$ cat config.mk
export PLATFORM = sky130hd
export DESIGN_NAME = alu_arb_seq
export DESIGN_NICKNAME = d
export VERILOG_FILES = /design/src/rtl/alu_pkg.sv /design/src/rtl/rr_arb2.sv /design/src/rtl/alu_arb_seq.sv
export SDC_FILE = /design/constraint.sdc
export NUM_CORES = 1
export LEC_CHECK = 0
export ABC_AREA = 1
export ABC_CLOCK_PERIOD_IN_PS = 1700
export BUFFER_PORTS_ARGS = -buffer_cell sky130_fd_sc_hd__buf_2
export CAP_MARGIN = 20
export CORE_MARGIN = 2
export CORE_UTILIZATION = 35
export DETAILED_ROUTE_END_ITERATION = 8
export PLACE_DENSITY = 0.66
export SLEW_MARGIN = 30
export SYNTH_ARGS = -nofsm -noshare
export SYNTH_HDL_FRONTEND = slang
export SYNTH_SLANG_ARGS = --single-unit
$ cat constraint.sdc
create_clock -name clk -period 1.7 [get_ports clk]
set_input_delay 0.34 -clock clk [delete_from_list [all_inputs] [get_ports clk]]
set_output_delay 0.34 -clock clk [all_outputs]
set_load 0.05 [all_outputs]
$ cat src/rtl/alu_pkg.sv
// Shared widths, ALU opcode encodings and sequencer state type for the
// arbitrated ALU sequencer.
package alu_pkg;

   localparam int DATA_W = 8;
   localparam int OP_W   = 3;

   localparam logic [2:0] OP_ADD = 3'b000;
   localparam logic [2:0] OP_SUB = 3'b001;
   localparam logic [2:0] OP_AND = 3'b010;
   localparam logic [2:0] OP_OR  = 3'b011;
   localparam logic [2:0] OP_XOR = 3'b100;
   localparam logic [2:0] OP_NOT = 3'b101;
   localparam logic [2:0] OP_INC = 3'b110;
   localparam logic [2:0] OP_DEC = 3'b111;

   typedef enum logic [1:0] {
      ST_IDLE = 2'd0,
      ST_EXEC = 2'd1,
      ST_RESP = 2'd2
   } state_t;

endpackage

$ cat src/rtl/rr_arb2.sv
// Two-way round-robin arbiter; the tie-break pointer moves only when the
// caller signals that the current grant was taken.
module rr_arb2 (
   input  logic       clk,
   input  logic       rst_n,
   input  logic [1:0] req,
   input  logic       update,
   output logic [1:0] grant,
   output logic       grant_id
);

   // prio_q high means requester 1 wins a tie
   logic prio_q;

   always_comb begin
      grant = 2'b00;
      unique case (req)
         2'b01:   grant = 2'b01;
         2'b10:   grant = 2'b10;
         2'b11:   grant = prio_q ? 2'b10 : 2'b01;
         default: grant = 2'b00;
      endcase
   end

   assign grant_id = grant[1];

   always_ff @(posedge clk or negedge rst_n) begin
      if (!rst_n)
         prio_q <= 1'b0;
      else if (update)
         prio_q <= ~grant_id;
   end

endmodule

$ cat src/rtl/alu_arb_seq.sv
// Arbitrated front end for one external combinational ALU: accept, execute,
// respond. Define ALU_ARB_SEQ_FLAGS_EN to build the architectural flag register.
module alu_arb_seq #(
   parameter int DATA_W = alu_pkg::DATA_W,
   parameter int OP_W   = alu_pkg::OP_W
) (
   input  logic                clk,
   input  logic                rst_n,
   input  logic [1:0]          req_valid,
   output logic [1:0]          req_ready,
   input  logic [2*OP_W-1:0]   req_op,
   input  logic [2*DATA_W-1:0] req_a,
   input  logic [2*DATA_W-1:0] req_b,
   output logic                rsp_valid,
   input  logic                rsp_ready,
   output logic                rsp_id,
   output logic [DATA_W-1:0]   rsp_result,
   output logic                rsp_carry,
   output logic                rsp_zero,
   output logic [DATA_W-1:0]   alu_a,
   output logic [DATA_W-1:0]   alu_b,
   output logic [OP_W-1:0]     alu_op,
   input  logic [DATA_W-1:0]   alu_result,
   input  logic                alu_carry,
   input  logic                alu_zero,
   output logic                flag_carry,
   output logic                flag_zero,
   output logic                busy
);

   import alu_pkg::*;

   state_t     state, state_nxt;
   logic [1:0] grant;
   logic       grant_id;
   logic       accept;

   assign accept = |(req_valid & req_ready);

   rr_arb2 u_arb (
      .clk      (clk),
      .rst_n    (rst_n),
      .req      (req_valid),
      .update   (accept),
      .grant    (grant),
      .grant_id (grant_id)
   );

   always_ff @(posedge clk or negedge rst_n) begin
      if (!rst_n)
         state <= ST_IDLE;
      else
         state <= state_nxt;
   end

   always_comb begin
      state_nxt = state;
      unique case (state)
         ST_IDLE: if (accept)    state_nxt = ST_EXEC;
         ST_EXEC:                state_nxt = ST_RESP;
         ST_RESP: if (rsp_ready) state_nxt = ST_IDLE;
         default:                state_nxt = ST_IDLE;
      endcase
   end

   // Grants are withheld while reset is asserted so no accept is advertised
   always_comb begin
      req_ready = 2'b00;
      busy      = 1'b1;
      rsp_valid = 1'b0;
      unique case (state)
         ST_IDLE: begin
            req_ready = rst_n ? grant : 2'b00;
            busy      = 1'b0;
         end
         ST_RESP: rsp_valid = 1'b1;
         default: ;
      endcase
   end

   always_ff @(posedge clk or negedge rst_n) begin
      if (!rst_n) begin
         alu_a      <= '0;
         alu_b      <= '0;
         alu_op     <= OP_W'(OP_ADD);
         rsp_id     <= 1'b0;
         rsp_result <= '0;
         rsp_carry  <= 1'b0;
         rsp_zero   <= 1'b0;
      end else begin
         if (accept) begin
            alu_a  <= grant_id ? req_a[DATA_W +: DATA_W] : req_a[0 +: DATA_W];
            alu_b  <= grant_id ? req_b[DATA_W +: DATA_W] : req_b[0 +: DATA_W];
            alu_op <= grant_id ? req_op[OP_W +: OP_W]    : req_op[0 +: OP_W];
            rsp_id <= grant_id;
         end
         if (state == ST_EXEC) begin
            rsp_result <= alu_result;
            rsp_carry  <= alu_carry;
            rsp_zero   <= alu_zero;
         end
      end
   end

`ifdef ALU_ARB_SEQ_FLAGS_EN
   // Flags track the most recent completed operation, same edge as rsp_*
   always_ff @(posedge clk or negedge rst_n) begin
      if (!rst_n) begin
         flag_carry <= 1'b0;
         flag_zero  <= 1'b0;
      end else if (state == ST_EXEC) begin
         flag_carry <= alu_carry;
         flag_zero  <= alu_zero;
      end
   end
`else
   assign flag_carry = 1'b0;
   assign flag_zero  = 1'b0;
`endif

endmodule

Yosys cells after proc, flatten, opt, wreduce, memory -nomap -nowiden

Index checks and enable logic that the tools add are counted.

Flip-flop bits (word level): 33
Output and inout port bits: 36
Word-level logic and storage cells: 33

Eq/ne operators: 7
Mux-type cells: 12
Bitwise gates (word level): 2
Reductions and logical operators: 3

Operators by type and width:

| cell                                                             | number |
|---|---|
| 8-bit two-way mux                                                | 2 |
| 2-bit one-hot mux with 3 select lines                            | 2 |
| 2-bit two-way mux                                                | 5 |
| 2-bit == test (second input constant)                            | 3 |
| 2-bit by 1-bit == test with 1-bit output (second input constant) | 2 |
| 2-bit != test (second input constant)                            | 2 |
| 3-bit two-way mux                                                | 1 |
| 2-bit AND                                                        | 1 |
| 2-bit zero test                                                  | 1 |
| 1-bit two-way mux                                                | 2 |
| 2-bit AND reduction                                              | 1 |
| 2-bit OR reduction                                               | 1 |
| 1-bit inverter                                                   | 1 |

Longest topological paths before layout

Gate-level depths: netlist (run 1).

Depth in word-level cells: 8
Depth in mapped cells: 8

Modules after synthesis

A second synthesis (run 1) with hierarchy kept.

Cells, all modules: 224
Area total of the unflattened synthesis: 1656.6 µm²

Modules (own cells, without submodules):

| module      | instances | cells an instance | area each (µm²) | sequential area each (µm²) |
|---|---|---|---|---|
| alu_arb_seq | 1         | 213               | 1587.8          | 800.8 |
| rr_arb2     | 1         | 11                | 68.8            | 25.0 |

Least setup slack after synthesis (run 1)

OpenSTA, ideal clock, no wires.

Kind: reg2out
Start: register state[0]
End: output req_ready[1]
Arrival time: 1.300 ns
Required time: 1.360 ns
Slack: 0.060 ns
Stages on the path, launching flop included: 4
Buffers on the path: 0
Cells stage by stage: dfrtp_1 -> nor2_4 -> nand2_1 -> nor2_1

Word-level cells in the longest chain between the ends: 2

Ends and longest elaborated chain:

| what                   | RTL line          | source |
|---|---|---|
| from (decl)            | alu_arb_seq.sv:33 | `state_t state, state_nxt;` |
| from (signal assigned) | alu_arb_seq.sv:53 | `state <= state_nxt;` |
| 2-bit zero test        | alu_arb_seq.sv:71 | `unique case (state)` |
| 2-bit two-way mux      | alu_arb_seq.sv:71 |  |
| to (decl)              | alu_arb_seq.sv:10 | `output logic [1:0] req_ready,` |

Every way passes these cells.

Worst setup path in the final report (run 1)

Start: register state[0]
End: output rsp_valid

Word-level cells in the longest chain between the ends: 2

Ends and longest elaborated chain:

| what              | RTL line          | source |
|---|---|---|
| 2-bit == test     | alu_arb_seq.sv:71 |  |
| 1-bit two-way mux | alu_arb_seq.sv:71 |  |
| to (decl)         | alu_arb_seq.sv:14 | `output logic rsp_valid,` |

Every way passes these cells.

==> impl_metrics.env, run 1 <==
export IMPL_nFillCells=468
export IMPL_grt_pass1_wl_um=6620
export IMPL_design_core_area_um2=4380
export IMPL_period_minus_slack_ns=1.63
export IMPL_crit_fanout=12
export IMPL_r2r_setup_slack_ns=0.33
export IMPL_rr_endpoint="alu_op[2]"
export IMPL_critPathMaxStageDelay_ns=0.40
export IMPL_drt_iter0_markers=78
export IMPL_period_share_pct=96.0
export IMPL_die_area_um2=5150
export IMPL_initial_core_util_pct=36.6
export IMPL_stdcell_area_um2=2180
export IMPL_overflow=0
export IMPL_yosysMostFrequentCell="nand2_1"
export IMPL_rr_worst_depth=5
export IMPL_nNetsFinal=353
export IMPL_viasPerCell=4.47
export IMPL_synth_top_area_share_pct=51.4
export IMPL_vias=1578
export IMPL_rows=24
export IMPL_gr_usage_all_layers_pct=16.5
export IMPL_cts_tree="done"
export IMPL_io_buffers=86
export IMPL_cap_violations=0
export IMPL_async_reset_ff_share_pct=100
export IMPL_slew_headroom_pct=61.5
export IMPL_synth_area_um2=1610
export IMPL_drt_first_pass_iters=4
export IMPL_synth_avg_cell_area_um2=7.54
export IMPL_num_antenna_cells=0
export IMPL_multi_input_area_um2=662
export IMPL_yosys_warnings=0
export IMPL_comb_power_share_pct=54.6
export IMPL_switching_power_uw=2300
export IMPL_synth_edf_count=0
export IMPL_synthTopCellsByArea="dfrtp_1, nand2_1, nand3_1, buf_4, buf_6"
export IMPL_grt_max_degree=34
export IMPL_required_ns=1.36
export IMPL_rsz0062_at_grt="no"
export IMPL_power_leakage_uw=0.00134
export IMPL_cts_clk_slew_worst_paths_ns=0.06
export IMPL_die_x_um=71.8
export IMPL_synthFlopType="dfrtp_1"
export IMPL_cts_buffers_inserted=5
export IMPL_drive_above_1_share_pct=34.9
export IMPL_worst_slew_pin_slew_ns=0.577
export IMPL_insertion_delay_ns=0.29
export IMPL_synth_top_area_cell="dfrtp_1"
export IMPL_wire_per_inst_um=11.0
export IMPL_ctsHoldBuffers=0
export IMPL_p_clk_share_pct=14.9
export IMPL_max_freq_ghz=0.613
export IMPL_worst_clock_skew_ns=0.00402
export IMPL_dieHeight_um=71.8
export IMPL_cp_end_kind="output pin"
export IMPL_grt_pass1_vias=1475
export IMPL_cts_root_buffer="clkbuf_8"
export IMPL_hold_violations=0
export IMPL_cpMaxStageDelayCell="dfrtp_1"
export IMPL_cp_cell_sequence="buf_4 -> nor2_1 -> clkbuf_4"
export IMPL_worstPathArrival_ns=1.29
export IMPL_ir_drop_mv=0.830
export IMPL_area_growth_pct=35.8
export IMPL_regArea_um2=826
export IMPL_slew_viol_final=0
export IMPL_ant_nets=0
export IMPL_clkSinkCount=33
export IMPL_hpwlAfterDp_um=2920
export IMPL_timing_setup_tns_ns=0
export IMPL_antenna_found_initial=0
export IMPL_rr_startpoint="state[0]"
export IMPL_yosys_top_cells_count="nand2_1, dfrtp_1, nand3_1, inv_1, buf_4"
export IMPL_internal_power_uw=2030
export IMPL_drcViolationCount=0
export IMPL_routed_wl_um=3880
export IMPL_ys_seq_area_share_pct=51.4
export IMPL_crit_type="register to output pin"
export IMPL_critPathLaunchType="register"
export IMPL_num_io_pins=89
export IMPL_ctsLongestPathBuffers=2
export IMPL_gp_congestion=0.686
export IMPL_min_path_type="input port to async pin"
export IMPL_setup_viol_count_final=0
export IMPL_syn_instance_count=213
export IMPL_worst_hold_slack_ns=0.149
export IMPL_pwr_density_cell_nw_per_um2=1980
export IMPL_yosys_register_bits=33
export IMPL_h_tree_depth=2
export IMPL_outcome="complete, no violations"
export IMPL_placed_area_um2=2060
export IMPL_seqPwrFrac_pct=30.5
export IMPL_yosysUniqueCellTypes=14
export IMPL_swShare_pct=53.0
==> cell type report <==
class | instances | share of cell area [%]
multi-input cells | 160 | 30.3
flip-flops and latches | 33 | 37.8
well taps | 52 | 2.98
repair buffers | 94 | 23.2
inverters | 6 | 1.03
clock buffers | 7 | 4.42
clock inverters | 1 | 0.229
==> repair_timing <==
action / CTS / global route
endpoints found under the setup margin: 1 / 3
buffers inserted: 0 / 0
resized for setup: 1 / 6
==> through the flow <==
step | util [%] | setup WS (ns) | instances | total power (uW)
2_1_floorplan | - | 0.0598 | 214 | 3140
3_3_place_gp | 47.1 | 0.315 | 345 | 3680
3_5_place_dp | 47.1 | 0.291 | 345 | 3700
4_1_cts | 49.4 | 0.00953 | 353 | 4360
5_1_grt | 49.8 | 0.0104 | 353 | 4590
6_report | 49.8 | 0.0679 | 353 | 4330
==> state kept, by name (all words and copies together) (netlist names) <==
register	count
alu_op	3
state	2
alu_b	8
alu_a	8
rsp_zero	1
rsp_result	8
rsp_carry	1
rsp_id	1
u_arb.prio_q	1
==> power by group through the flow <==
| stage | Clock, uW | Combinational, uW | Sequential, uW |
|---|---|---|---|
| floorplan | 0 | 658 | 2480 |
| detailed placement | 0 | 2380 | 1320 |
| global route | 692 | 2530 | 1360 |
| CTS | 662 | 2380 | 1320 |
| finish | 643 | 2360 | 1320 |
| global placement | 0 | 2360 | 1320 |
==> kinds of logic after synthesis <==
| logic type | after synthesis | synth area share (%) |
|---|---|---|
| buffers and inverters | 21 | 7.79 |
| and+or+nand+nor | 154 | 38.9 |
| DFF | 33 | 51.4 |
| AOI/OAI and AO/OA | 4 | 1.71 |
| other | 1 | 0.233 |
==> cells in the final DEF (no fill, tap or decap), drive strengths merged <==
cell    synthesis  routed
o21ai           3       3
inv             6       6
buf            12      93
nand4           1       1
nand3          29      29
clkbuf          3       8
o211ai          1       1
nor2            3       3
conb            1       2
clkinv          0       1
dfrtp          33      33
nand2         121     121
==> worst max-delay path by stage <==
| stage | cells past startpoint | startpoint | slack, ns | to |
|---|---|---|---|---|
| after floorplan | 3 | state[0] | 0.06 | req_ready[1] |
| after global routing | 4 | state[0] | 0.01 | req_ready[1] |
| after CTS | 4 | state[0] | 0.01 | req_ready[0] |
| final | 3 | state[0] | 0.07 | rsp_valid |
| after detailed placement | 5 | state[0] | 0.29 | alu_op[2] |
| after global placement | 4 | state[1] | 0.32 | req_ready[1] |
==> worst max-delay path, delay by kind of cell (launching register included) <==
| family | cells | cell delay [ns] |
|---|---|---|
| buf+inv | 2 | 0.44 |
| flops | 1 | 0.40 |
| simple gates | 1 | 0.16 |
==> routing by layer <==
layer	wire length, um	part of all wire, %	vias to the layer above	global-route usage, %
met5	0	0	-	0
met4	67	1.7	0	6.29
li1	-	-	826	-
met1	1800	46	688	21.8
met3	290	7.5	6	4.92
met2	1720	44	58	25.7
Power figures use the tool's default switching activity.
==> run 2: changes to the inputs <==
--- a/config.mk
+++ b/config.mk
@@ -6,13 +6,13 @@
 export NUM_CORES = 1
 export LEC_CHECK = 0
 export ABC_AREA = 1
-export ABC_CLOCK_PERIOD_IN_PS = 1700
+export ABC_CLOCK_PERIOD_IN_PS = 1500
 export BUFFER_PORTS_ARGS = -buffer_cell sky130_fd_sc_hd__buf_2
 export CAP_MARGIN = 20
 export CORE_MARGIN = 2
 export CORE_UTILIZATION = 35
 export DETAILED_ROUTE_END_ITERATION = 8
-export PLACE_DENSITY = 0.66
+export PLACE_DENSITY = 0.68
 export SLEW_MARGIN = 30
 export SYNTH_ARGS = -nofsm -noshare
 export SYNTH_HDL_FRONTEND = slang
==> constraint.sdc (replaced) <==
create_clock -name clk -period 1.5 [get_ports clk]
set_input_delay 0.3 -clock clk [delete_from_list [all_inputs] [get_ports clk]]
set_output_delay 0.3 -clock clk [all_outputs]
set_load 0.05 [all_outputs]
==> run 2 against run 1 <==
Compared with the run above: the run now ends with setup timing left; clock power up 16%; via count rose by 3.7%; cell count up 2.5%; first-iteration DRC count shrank 15%.
==> impl_metrics.env, run 2 (synthesis results as in run 1) <==
export IMPL_viasPerCell=4.52
export IMPL_pwr_density_cell_nw_per_um2=2210
export IMPL_ctsLongestPathBuffers=2
export IMPL_cp_end_kind="output pin"
export IMPL_dp_cells=348
export IMPL_layout_common_cells="nand2_1, buf_2, dfrtp_1"
export IMPL_regArea_um2=826
export IMPL_cts_root_buffer="clkbuf_8"
export IMPL_num_antenna_cells=0
export IMPL_period_minus_slack_ns=1.56
export IMPL_die_x_um=71.8
export IMPL_overflow=0
export IMPL_rr_endpoint="rsp_id"
export IMPL_total_power_uw=5020
export IMPL_worst_hold_slack_ns=0.143
export IMPL_required_ns=1.20
export IMPL_insertion_delay_ns=0.29
export IMPL_drive_above_1_share_pct=37.1
export IMPL_power_leakage_uw=0.00139
export IMPL_dieHeight_um=71.8
export IMPL_h_tree_depth=2
export IMPL_rows=24
export IMPL_crit_type="register to output pin"
export IMPL_area_growth_pct=41.1
export IMPL_dp_slack_ns=0.152
export IMPL_num_io_pins=89
export IMPL_wire_per_inst_um=11.5
export IMPL_grt_pass1_vias=1593
export IMPL_routed_wl_um=4180
export IMPL_vias=1637
export IMPL_nFillCells=442
export IMPL_outcome="complete, but fails checks"
export IMPL_min_path_type="input port to async pin"
export IMPL_rr_worst_depth=8
export IMPL_io_buffers=86
export IMPL_r2r_setup_slack_ns=0.04
export IMPL_ir_drop_mv=1.00
export IMPL_design_core_area_um2=4380
export IMPL_antenna_found_initial=0
export IMPL_stdcell_count=362
export IMPL_hpwlAfterDp_um=3000
export IMPL_reg_top3="alu_a x8, alu_b x8, rsp_result x8"
export IMPL_critPathMaxStageDelay_ns=0.41
export IMPL_cts_clk_slew_worst_paths_ns=0.07
export IMPL_final_common_cell="nand2_1"
export IMPL_rr_startpoint="state[0]"
export IMPL_gp_congestion=0.758
export IMPL_cap_violations=0
export IMPL_slew_viol_final=0
export IMPL_rsz0062_at_grt="yes"
export IMPL_setup_viol_count_final=2
export IMPL_drt_first_pass_iters=4
export IMPL_gr_usage_all_layers_pct=17.2
export IMPL_cpMaxStageDelayCell="dfrtp_1"
export IMPL_worst_clock_skew_ns=0.00789
export IMPL_max_freq_ghz=0.643
export IMPL_grt_max_degree=34
export IMPL_ant_nets=0
export IMPL_violations="setup timing"
export IMPL_critPathLaunchType="register"
export IMPL_cts_buffers_inserted=5
export IMPL_drcViolationCount=0
export IMPL_cts_tree="done"
export IMPL_crit_fanout=4
export IMPL_worstPathArrival_ns=1.26
export IMPL_period_share_pct=104
export IMPL_fin_ws_ns=-0.0555
export IMPL_initial_core_util_pct=36.6
export IMPL_hold_violations=0
export IMPL_clkSinkCount=33
export IMPL_grt_pass1_wl_um=6950
export IMPL_cp_cell_sequence="nor2_4 -> nand4_1 -> inv_1 -> buf_6"
export IMPL_die_area_um2=5150
export IMPL_drt_iter0_markers=66
export IMPL_nNetsFinal=362
export IMPL_multi_input_area_um2=669
==> run 2: changes by cell type in the layout (fill, tap and decap cells not counted) <==
cell	before	now
nor2_1	1	0
buf_6	2	4
clkbuf_4	1	0
buf_4	8	17
buf_2	83	82
nor2_4	1	2
==> run 2: critical path: cells and delay by family, from the launching register on <==
kind | cells | cell delay, ns
and+or+nand+nor | 2 | 0.31
DFF | 1 | 0.41
buffers and inverters | 2 | 0.26
==> run 2: stage by stage <==
stage	setup TNS, ns	instance area, um2	utilization [%]
6_report	-0.101	2270	51.7
5_1_grt	-0.305	2270	51.7
4_1_cts	-0.118	2260	51.6
3_5_place_dp	0	2090	47.6
3_3_place_gp	0	2090	47.6
2_1_floorplan	0	1610	-
==> run 2: worst max-delay path by stage <==
stage	start	end	slack, ns	cells after the start
floorplan	state[1]	rsp_valid	0.08	2
global placement	state[0]	req_ready[1]	0.19	4
detailed placement	state[0]	req_ready[0]	0.15	4
CTS	state[1]	req_ready[0]	-0.05	4
global route	state[0]	req_ready[0]	-0.11	4
finish	state[0]	req_ready[0]	-0.06	4
==> run 2: power breakdown <==
part           total, uW  switching (uW)  internal (uW)
registers           1480             199           1280
logic               2790            2110            678
clock network        747             332            415
==> run 2: area by class of cell <==
class	count	share of cell area, %
clock inverters	1	0.221
clock buffers	7	4.25
multi-input cells	160	29.5
flip-flops and latches	33	36.4
inverters	6	0.993
well taps	52	2.87
repair buffers	103	25.7
==> run 2: metal layers <==
metal | wire length, um | GRT usage (%) | part of all wire [%]
met3 | 324 | 4.08 | 7.8
met2 | 1910 | 27.9 | 46
met1 | 1890 | 22.3 | 45
met4 | 63 | 6.50 | 1.5
met5 | 0 | 0 | 0
==> run 2: timing repair <==
action / 4_1_cts / 5_1_grt
gates resized for setup: 9 / 1
hold buffers: 0 / 0
cloned: 0 / 0
setup buffers: 6 / 0
setup endpoints to repair: 3 / 5
pin swaps: 3 / 2
